==> src/rtl/imem_dmem_port_arbiter_if.sv <==
// imem_dmem_port_arbiter_if
//   Bundle of the three buses around the IF/DM memory port arbiter:
//   the instruction-fetch requester (if_*), the data-memory requester
//   (dm_*) and the shared unified memory (mem_*), plus the sticky
//   watchdog flag arb_timeout.
//   Modports:
//     slave  - the arbiter's view (takes requests, drives memory side)
//     master - the surrounding pipeline/memory view (drives requests)
interface imem_dmem_port_arbiter_if;
  logic        if_req;
  logic [31:0] if_addr;
  logic [31:0] if_rdata;
  logic        if_valid;
  logic        if_stall;

  logic        dm_req;
  logic        dm_we;
  logic [2:0]  dm_func3;
  logic [31:0] dm_addr;
  logic [31:0] dm_wdata;
  logic [31:0] dm_rdata;
  logic        dm_valid;
  logic        dm_err;
  logic        dm_stall;

  logic        mem_req;
  logic        mem_we;
  logic [31:0] mem_addr;
  logic [3:0]  mem_be;
  logic [31:0] mem_wdata;
  logic [31:0] mem_rdata;
  logic        mem_ack;

  logic        arb_timeout;

  modport slave (
    input  if_req, if_addr,
    output if_rdata, if_valid, if_stall,
    input  dm_req, dm_we, dm_func3, dm_addr, dm_wdata,
    output dm_rdata, dm_valid, dm_err, dm_stall,
    output mem_req, mem_we, mem_addr, mem_be, mem_wdata,
    input  mem_rdata, mem_ack,
    output arb_timeout
  );

  modport master (
    output if_req, if_addr,
    input  if_rdata, if_valid, if_stall,
    output dm_req, dm_we, dm_func3, dm_addr, dm_wdata,
    input  dm_rdata, dm_valid, dm_err, dm_stall,
    input  mem_req, mem_we, mem_addr, mem_be, mem_wdata,
    output mem_rdata, mem_ack,
    input  arb_timeout
  );
endinterface

==> src/rtl/imem_dmem_port_arbiter.sv <==
// imem_dmem_port_arbiter
//   Shares one single-ported, variable-latency memory between the IF and
//   MEM pipeline stages. DM normally wins contention, but after
//   MAX_DM_BURST consecutive DM grants with IF waiting, IF gets the next
//   grant. Performs RV32 store lane steering and load sign/zero extension,
//   flags misaligned DM accesses without touching memory, and generates
//   per-requester stalls.
//   Ports:
//     clk  - clock, rising edge
//     rst  - synchronous active-low reset
//     bus  - imem_dmem_port_arbiter_if.slave (if_*, dm_*, mem_*, arb_timeout)
//   Parameters:
//     MAX_DM_BURST - consecutive DM grants allowed while IF waits (1..15)
//     TIMEOUT      - memory-ack watchdog limit in BUSY cycles
//   Optional feature macro: ARB_TIMEOUT_EN (ack watchdog + sticky
//   arb_timeout flag); without it BUSY waits forever and arb_timeout = 0.
module imem_dmem_port_arbiter #(
  parameter int unsigned MAX_DM_BURST = 4,
  parameter int unsigned TIMEOUT      = 64
) (
  input logic                      clk,
  input logic                      rst,
  imem_dmem_port_arbiter_if.slave  bus
);

  typedef enum logic [1:0] {
    IDLE    = 2'd0,
    BUSY_IF = 2'd1,
    BUSY_DM = 2'd2,
    DM_ERR  = 2'd3
  } state_t;

  state_t      state, state_nxt;
  logic [3:0]  burst_cnt, burst_cnt_nxt;
  logic        dm_wins;
  logic        timeout_hit;

  // Access size decode. Stores only know sb/sh/sw; loads fold lbu/lhu onto
  // the byte/half sizes. Anything else is a word access.
  logic        dm_byte, dm_half, dm_signed, dm_misaligned;
  logic [3:0]  dm_be;
  logic [31:0] dm_wdata_st, dm_load;
  logic [7:0]  ld_byte;
  logic [15:0] ld_half;

  always_comb begin
    if (bus.dm_we) begin
      dm_byte = (bus.dm_func3 == 3'b000);
      dm_half = (bus.dm_func3 == 3'b001);
    end else begin
      dm_byte = (bus.dm_func3[1:0] == 2'b00);
      dm_half = (bus.dm_func3[1:0] == 2'b01);
    end
    dm_signed     = ~bus.dm_func3[2];
    dm_misaligned = (dm_half & bus.dm_addr[0]) |
                    (~dm_byte & ~dm_half & (bus.dm_addr[1:0] != 2'b00));

    if (dm_byte) begin
      dm_be       = 4'b0001 << bus.dm_addr[1:0];
      dm_wdata_st = {4{bus.dm_wdata[7:0]}};
    end else if (dm_half) begin
      dm_be       = 4'b0011 << bus.dm_addr[1:0];
      dm_wdata_st = {2{bus.dm_wdata[15:0]}};
    end else begin
      dm_be       = 4'hF;
      dm_wdata_st = bus.dm_wdata;
    end

    ld_byte = bus.mem_rdata[{bus.dm_addr[1:0], 3'b000} +: 8];
    ld_half = bus.dm_addr[1] ? bus.mem_rdata[31:16] : bus.mem_rdata[15:0];
    if (dm_byte)
      dm_load = {{24{dm_signed & ld_byte[7]}}, ld_byte};
    else if (dm_half)
      dm_load = {{16{dm_signed & ld_half[15]}}, ld_half};
    else
      dm_load = bus.mem_rdata;
  end

`ifdef ARB_TIMEOUT_EN
  localparam int unsigned TW = $clog2(TIMEOUT + 1);
  logic [TW-1:0] tmo_cnt;
  logic          arb_timeout_q;

  assign timeout_hit = ((state == BUSY_IF) || (state == BUSY_DM)) &&
                       !bus.mem_ack && (tmo_cnt == TW'(TIMEOUT - 1));

  always_ff @(posedge clk) begin
    if (!rst) begin
      tmo_cnt       <= '0;
      arb_timeout_q <= 1'b0;
    end else begin
      // Counts only while staying in a BUSY state; any exit clears it.
      if (((state == BUSY_IF) || (state == BUSY_DM)) && (state_nxt == state))
        tmo_cnt <= tmo_cnt + 1'b1;
      else
        tmo_cnt <= '0;
      if (timeout_hit)
        arb_timeout_q <= 1'b1;
    end
  end

  assign bus.arb_timeout = arb_timeout_q;
`else
  assign timeout_hit     = 1'b0;
  assign bus.arb_timeout = 1'b0;
`endif

  always_ff @(posedge clk) begin
    if (!rst) begin
      state     <= IDLE;
      burst_cnt <= '0;
    end else begin
      state     <= state_nxt;
      burst_cnt <= burst_cnt_nxt;
    end
  end

  always_comb begin
    state_nxt     = state;
    burst_cnt_nxt = burst_cnt;
    dm_wins       = bus.dm_req &&
                    !(bus.if_req && (burst_cnt == 4'(MAX_DM_BURST)));

    bus.if_rdata  = '0;
    bus.if_valid  = 1'b0;
    bus.if_stall  = 1'b0;
    bus.dm_rdata  = '0;
    bus.dm_valid  = 1'b0;
    bus.dm_err    = 1'b0;
    bus.dm_stall  = 1'b0;
    bus.mem_req   = 1'b0;
    bus.mem_we    = 1'b0;
    bus.mem_addr  = '0;
    bus.mem_be    = '0;
    bus.mem_wdata = '0;

    unique case (state)
      IDLE: begin
        if (dm_wins) begin
          state_nxt     = dm_misaligned ? DM_ERR : BUSY_DM;
          burst_cnt_nxt = bus.if_req ? burst_cnt + 4'd1 : '0;
        end else if (bus.if_req) begin
          state_nxt     = BUSY_IF;
          burst_cnt_nxt = '0;
        end
      end
      BUSY_IF: begin
        bus.mem_req  = 1'b1;
        bus.mem_addr = {bus.if_addr[31:2], 2'b00};
        bus.mem_be   = 4'hF;
        if (bus.mem_ack || timeout_hit) begin
          bus.if_valid = 1'b1;
          bus.if_rdata = bus.mem_ack ? bus.mem_rdata : '0;
          state_nxt    = IDLE;
        end
      end
      BUSY_DM: begin
        bus.mem_req   = 1'b1;
        bus.mem_we    = bus.dm_we;
        bus.mem_addr  = {bus.dm_addr[31:2], 2'b00};
        bus.mem_be    = dm_be;
        bus.mem_wdata = dm_wdata_st;
        if (bus.mem_ack || timeout_hit) begin
          bus.dm_valid = 1'b1;
          bus.dm_rdata = bus.mem_ack ? dm_load : '0;
          bus.dm_err   = ~bus.mem_ack;
          state_nxt    = IDLE;
        end
      end
      DM_ERR: begin
        bus.dm_valid = 1'b1;
        bus.dm_err   = 1'b1;
        state_nxt    = IDLE;
      end
      default: state_nxt = IDLE;
    endcase

    bus.if_stall = bus.if_req & ~bus.if_valid;
    bus.dm_stall = bus.dm_req & ~bus.dm_valid;

    // While reset is held every output is forced low, even if the state
    // register has not yet been cleared by the synchronous reset edge.
    if (!rst) begin
      bus.if_rdata  = '0;
      bus.if_valid  = 1'b0;
      bus.if_stall  = 1'b0;
      bus.dm_rdata  = '0;
      bus.dm_valid  = 1'b0;
      bus.dm_err    = 1'b0;
      bus.dm_stall  = 1'b0;
      bus.mem_req   = 1'b0;
      bus.mem_we    = 1'b0;
      bus.mem_addr  = '0;
      bus.mem_be    = '0;
      bus.mem_wdata = '0;
    end
  end

  logic unused_addr_bits;
  assign unused_addr_bits = ^bus.if_addr[1:0];

endmodule

==> src/flat_wrapper.sv <==
// flat-port wrapper written by rule: the top's interface ports become plain ports
module imem_dmem_port_arbiter_flat 
#(
  parameter int unsigned MAX_DM_BURST = 4,
  parameter int unsigned TIMEOUT      = 64
)
  (clk, rst, bus_if_req, bus_if_addr, bus_if_rdata, bus_if_valid, bus_if_stall, bus_dm_req, bus_dm_we, bus_dm_func3, bus_dm_addr, bus_dm_wdata, bus_dm_rdata, bus_dm_valid, bus_dm_err, bus_dm_stall, bus_mem_req, bus_mem_we, bus_mem_addr, bus_mem_be, bus_mem_wdata, bus_mem_rdata, bus_mem_ack, bus_arb_timeout);
  imem_dmem_port_arbiter_if bus_i ();
  input logic clk;
  input logic rst;
  input wire logic [$bits(bus_i.if_req)-1:0] bus_if_req;
  input wire logic [$bits(bus_i.if_addr)-1:0] bus_if_addr;
  output wire logic [$bits(bus_i.if_rdata)-1:0] bus_if_rdata;
  output wire logic [$bits(bus_i.if_valid)-1:0] bus_if_valid;
  output wire logic [$bits(bus_i.if_stall)-1:0] bus_if_stall;
  input wire logic [$bits(bus_i.dm_req)-1:0] bus_dm_req;
  input wire logic [$bits(bus_i.dm_we)-1:0] bus_dm_we;
  input wire logic [$bits(bus_i.dm_func3)-1:0] bus_dm_func3;
  input wire logic [$bits(bus_i.dm_addr)-1:0] bus_dm_addr;
  input wire logic [$bits(bus_i.dm_wdata)-1:0] bus_dm_wdata;
  output wire logic [$bits(bus_i.dm_rdata)-1:0] bus_dm_rdata;
  output wire logic [$bits(bus_i.dm_valid)-1:0] bus_dm_valid;
  output wire logic [$bits(bus_i.dm_err)-1:0] bus_dm_err;
  output wire logic [$bits(bus_i.dm_stall)-1:0] bus_dm_stall;
  output wire logic [$bits(bus_i.mem_req)-1:0] bus_mem_req;
  output wire logic [$bits(bus_i.mem_we)-1:0] bus_mem_we;
  output wire logic [$bits(bus_i.mem_addr)-1:0] bus_mem_addr;
  output wire logic [$bits(bus_i.mem_be)-1:0] bus_mem_be;
  output wire logic [$bits(bus_i.mem_wdata)-1:0] bus_mem_wdata;
  input wire logic [$bits(bus_i.mem_rdata)-1:0] bus_mem_rdata;
  input wire logic [$bits(bus_i.mem_ack)-1:0] bus_mem_ack;
  output wire logic [$bits(bus_i.arb_timeout)-1:0] bus_arb_timeout;
  assign bus_i.if_req = bus_if_req;
  assign bus_i.if_addr = bus_if_addr;
  assign bus_if_rdata = bus_i.if_rdata;
  assign bus_if_valid = bus_i.if_valid;
  assign bus_if_stall = bus_i.if_stall;
  assign bus_i.dm_req = bus_dm_req;
  assign bus_i.dm_we = bus_dm_we;
  assign bus_i.dm_func3 = bus_dm_func3;
  assign bus_i.dm_addr = bus_dm_addr;
  assign bus_i.dm_wdata = bus_dm_wdata;
  assign bus_dm_rdata = bus_i.dm_rdata;
  assign bus_dm_valid = bus_i.dm_valid;
  assign bus_dm_err = bus_i.dm_err;
  assign bus_dm_stall = bus_i.dm_stall;
  assign bus_mem_req = bus_i.mem_req;
  assign bus_mem_we = bus_i.mem_we;
  assign bus_mem_addr = bus_i.mem_addr;
  assign bus_mem_be = bus_i.mem_be;
  assign bus_mem_wdata = bus_i.mem_wdata;
  assign bus_i.mem_rdata = bus_mem_rdata;
  assign bus_i.mem_ack = bus_mem_ack;
  assign bus_arb_timeout = bus_i.arb_timeout;
  imem_dmem_port_arbiter #(.MAX_DM_BURST(MAX_DM_BURST), .TIMEOUT(TIMEOUT)) u_core (.clk(clk), .rst(rst), .bus(bus_i));
endmodule
==> config.mk <==
export PLATFORM = sky130hd
export DESIGN_NAME = imem_dmem_port_arbiter_flat
export DESIGN_NICKNAME = d
export VERILOG_FILES = /design/src/rtl/imem_dmem_port_arbiter_if.sv /design/src/rtl/imem_dmem_port_arbiter.sv /design/src/flat_wrapper.sv
export SDC_FILE = /design/constraint.sdc
export NUM_CORES = 1
export LEC_CHECK = 0
export CAP_MARGIN = 20
export CORE_AREA = 2 2 108 110
export DETAILED_ROUTE_END_ITERATION = 6
export DIE_AREA = 0 0 110 112
export PLACE_DENSITY = 0.68
export SETUP_SLACK_MARGIN = 0.3
export SYNTH_ARGS = -nofsm -noshare
export SYNTH_HDL_FRONTEND = slang
export SYNTH_SLANG_ARGS = --single-unit
==> constraint.sdc <==
create_clock -name clk -period 2.2 [get_ports clk]
set_input_delay 0.44 -clock clk [delete_from_list [all_inputs] [get_ports clk]]
set_output_delay 0.44 -clock clk [all_outputs]
set_load 0.05 [all_outputs]
==> metrics.md <==
| Metric | Value |
|---|---|
| Status | finished, violations left |
| Failing checks | negative setup slack |
| Multi-input logic area | 3810 um2 |
| Final net count | 930 |
| CP bufs+invs | 4 |
| Worst hold path startpoint | u_core.burst_cnt[2]$_SDFFE_PN0P_ |
| Layout area overhead | 316% |
| Drt wl/cell | 31.2 um |
| Most used flip-flop cell after synthesis | dfxtp_1 |
| PwrDens | 350 nW/um2 |
| Vias in the first global route | 5504 |
| Clock buffer depth | 2 |
| Die X | 110 um |
| Register area share after synthesis | 4.80% |
| Root Buffer | clkbuf_16 |
| VDD IR-drop max | 0.508 mV |
| Crit path time final | 2.39 ns |
| Worst min path class | reg2reg |
| Worst setup EP type | output port |
| Max Freq | 419 MHz |
| Hold path depth | 2 |
| Synth area leaders | nand2_1 11%, a22oi_1 9.0%, and2_1 8.5%, mux4_2 7.2%, nor2_1 6.1% |
| Grt ovf | 0 |
| Hold-fix buffers at CTS | 0 |
| Register Area | 125 um2 |
| Placed insts | 842 |
| Crit-path max FO | 7 |
| Number of synthesized flops with an enable pin | 0 |
| #FFs+latches synth | 6 |
| Mean post-synth cell area | 6.44 um2 |
| Pin count of the biggest net entering global routing | 25 |
| Post-synth top area share | 11.2% |
| Initial core utilization | 22.4% |
| Library cells used by synthesis | 48 |
| Pre-Repair DR Iteration Count | 6 |
| Post-synthesis adder-cell area fraction | 5.00% |
| GPL Wtd Cong | 0.867 |
| Io pins | 277 |
| Final setup margin | -0.185 ns |
| DP HPWL | 13.4 mm |
| Gate Count Post-Synth | 389 |
| FF-to-FF End | u_core.state[0]$_SDFFE_PN0P_ |
| Placed Area | 8120 um2 |
| Tot GR Track Use | 36.0% |
| CTS tree | done |
| Slowest CP cell | dfxtp_2 |
| Post-Route WL | 29.0 mm |
| Initial antenna violation count | 3 |
| CP startpoint kind | flip-flop |
| Via count | 5487 |
| Synth Area in Simple Gates | 35.0% |
| WP data arrival | 1.95 ns |
| Yosys top cell by area | nand2_1 |
| Non-Filler Instances | 929 |
| FF-to-FF path depth | 8 |
| Fillers | 322 |
| RSZ-0062 raised after global routing | yes |
| Die area | 12300 um2 |
| Post-synthesis compound-gate area fraction | 34.5% |
| WP data required | 1.76 ns |
| Cell Chain, Critical Path | inv_2 -> ha_4 -> and3_4 -> o31ai_4 -> nor3_4 -> buf_6 -> buf_16 -> o21a_4 -> buf_12 |
| Reg2Reg Launch Point | u_core.state[1]$_SDFFE_PN0P_ |
| Vias/cell | 5.91 |
| # DRC | 0 |
| Most Crowded Layer GR | met2 |
| Largest family of logic cells by synthesized area | simple AND/OR/NAND/NOR gates |
| Syn. warnings | 0 |
| Post-DRT Antenna Nets | 0 |
| Post-synthesis mux area share | 10.8% |
| Die height | 112 um |
| I/O Buffers | 271 |
| CP Class | reg2out |
| Core Util, Final | 93.2% |
| R2R Setup Slk | 0.35 ns |
| GRT met2 Usage | 65.0% |
| Fin Hold WS | 0.643 ns |
| H-tree depth | 1 |
| Total core area | 11200 um2 |
| Crit-path max cell delay | 0.32 ns |
| Drt first-iter violations | 462 |
| Leak Pwr | 0.00402 uW |
| CTS Buf Count | 3 |
| Worst-path clk slew | 0.04 ns |
| Max-Cap Viols | 0 |
| Fraction of registers with async set/reset | 0% |
| Setup Skew | 0.00394 ns |
| Final Max Slew Viols | 0 |
| Final critical-path share of the clock period | 108% |
| Sinks on the clock net | 6 |
| Post-Synth XOR/XNOR Area | 0% |
| CP top delay family | buffers and inverters |
| Setup-violating endpoint count in the final report | 72 |
| Final TNS setup | -6.10 ns |
| Core Rows | 39 |
| Hold Path End | u_core.burst_cnt[2]$_SDFFE_PN0P_ |
| Cell Area, Synth | 2500 um2 |
| GR Layer Usage met3 | 8.67% |
| Final Hold Vio Count | 0 |
| Global-route wire length before repair | 33.6 mm |
| GR met1 Demand/Resource | 38.1% |
| Finished Cell Area | 10400 um2 |
| Layout cells sized above 1 | 70.8% |
| Clk Latency, worst-skew pair | 0.24 ns |
cell usage in the layout, fill, tap and decap left out, types with 6 or more instances in the layout:
cell               n
a211oi_4           9
a21oi_4           23
a22oi_2           26
a31oi_4           16
and2_4            33
and3_4             7
buf_12           156
buf_16            18
buf_4             58
buf_6             50
buf_8             10
clkbuf_16          8
clkdlybuf4s50_1   91
dlygate4sd2_1     30
inv_1              6
mux2i_1            8
mux4_2             8
nand2_1           39
nand2_2           12
nand2_4           23
nor2_4            40
o21a_4            15
layout make-up:
type	count	share of cell area, %
timing repair buffer	424	59.0
multi-input combinational	337	36.6
tap	143	1.72
sequential	6	1.20
clock buffer	3	0.721
inverter	11	0.625
antenna	5	0.120
timing repair:
action | 4_1_cts | 5_1_grt
gates resized for setup | 319 | 38
setup endpoints to repair | 138 | 135
buffers inserted | 38 | 15
endpoints found under the hold margin | 0 | 0
pin swaps | 106 | 49
cloned | 20 | 6
Yosys cell counts, types with 2 or more instances:
| master | number |
|---|---|
| buf_4 | 5 |
| o21ai_1 | 9 |
| buf_1 | 2 |
| a211oi_1 | 9 |
| buf_2 | 5 |
| and2_1 | 34 |
| a31oi_1 | 8 |
| a22oi_1 | 30 |
| mux4_2 | 8 |
| nand3_1 | 4 |
| nand4_1 | 2 |
| dfxtp_1 | 6 |
| nor2_1 | 41 |
| o2111ai_1 | 2 |
| and3_1 | 11 |
| clkbuf_1 | 24 |
| o21a_1 | 15 |
| nand2_1 | 75 |
| a31oi_2 | 8 |
| mux2i_1 | 8 |
| o21ai_0 | 7 |
| nand2b_1 | 5 |
| inv_1 | 11 |
| ha_1 | 10 |
| a21oi_2 | 3 |
| buf_6 | 2 |
| a21oi_1 | 24 |
layer usage:
metal,up-vias,part of all wire (%)
met5,-,0
met4,0,8.5
met3,164,8.8
met2,449,50
met1,2693,33
li1,2181,-
cells by family after synthesis:
logic type / Yosys count
multiplexers: 17
AND/OR/NAND/NOR: 183
buffers and inverters: 50
other: 1
AO/OA/AOI/OAI: 122
flip-flops: 6
adder cells (fa/ha/maj): 10
power by group:
part | internal [uW] | switching (uW) | leakage [uW]
sequential | 120 | 13.3 | 0.0000499
combinational | 1540 | 1660 | 0.00393
clock | 235 | 74.8 | 0.0000370
registers in the layout, summed over array words and instances, names as in the netlist:
name              count
u_core.burst_cnt      4
u_core.state          2
worst max-delay path by stage:
stage,startpoint,end,slack (ns),cells past startpoint
after CTS,bus_dm_addr[1],bus_dm_rdata[26],-0.1,8
after floorplan,u_core.state[1]$_SDFFE_PN0P_,bus_if_stall,0.05,5
after detailed placement,bus_dm_addr[1],bus_dm_rdata[26],-0.75,6
after global routing,bus_dm_addr[1],bus_dm_rdata[24],-0.19,8
after global placement,bus_dm_addr[1],bus_dm_rdata[19],-0.65,6
final,u_core.state[0]$_SDFFE_PN0P_,bus_dm_rdata[24],-0.19,9
tightest hold or removal path, delay by kind of cell (launching register included):
kind	cells	cell delay [ns]
flops	1	0.37
simple gates	1	0.14
compound gates	1	0.07
stage by stage:
| step | worst slack [ns] | power, uW |
|---|---|---|
| 2_1_floorplan | 0.0450 | 1300 |
| 3_3_place_gp | -0.651 | 2260 |
| 3_5_place_dp | -0.750 | 2300 |
| 4_1_cts | -0.0961 | 3240 |
| 6_report | -0.185 | 3650 |
| 5_1_grt | -0.194 | 3720 |
Note: power is estimated with default switching activity, not from simulation.
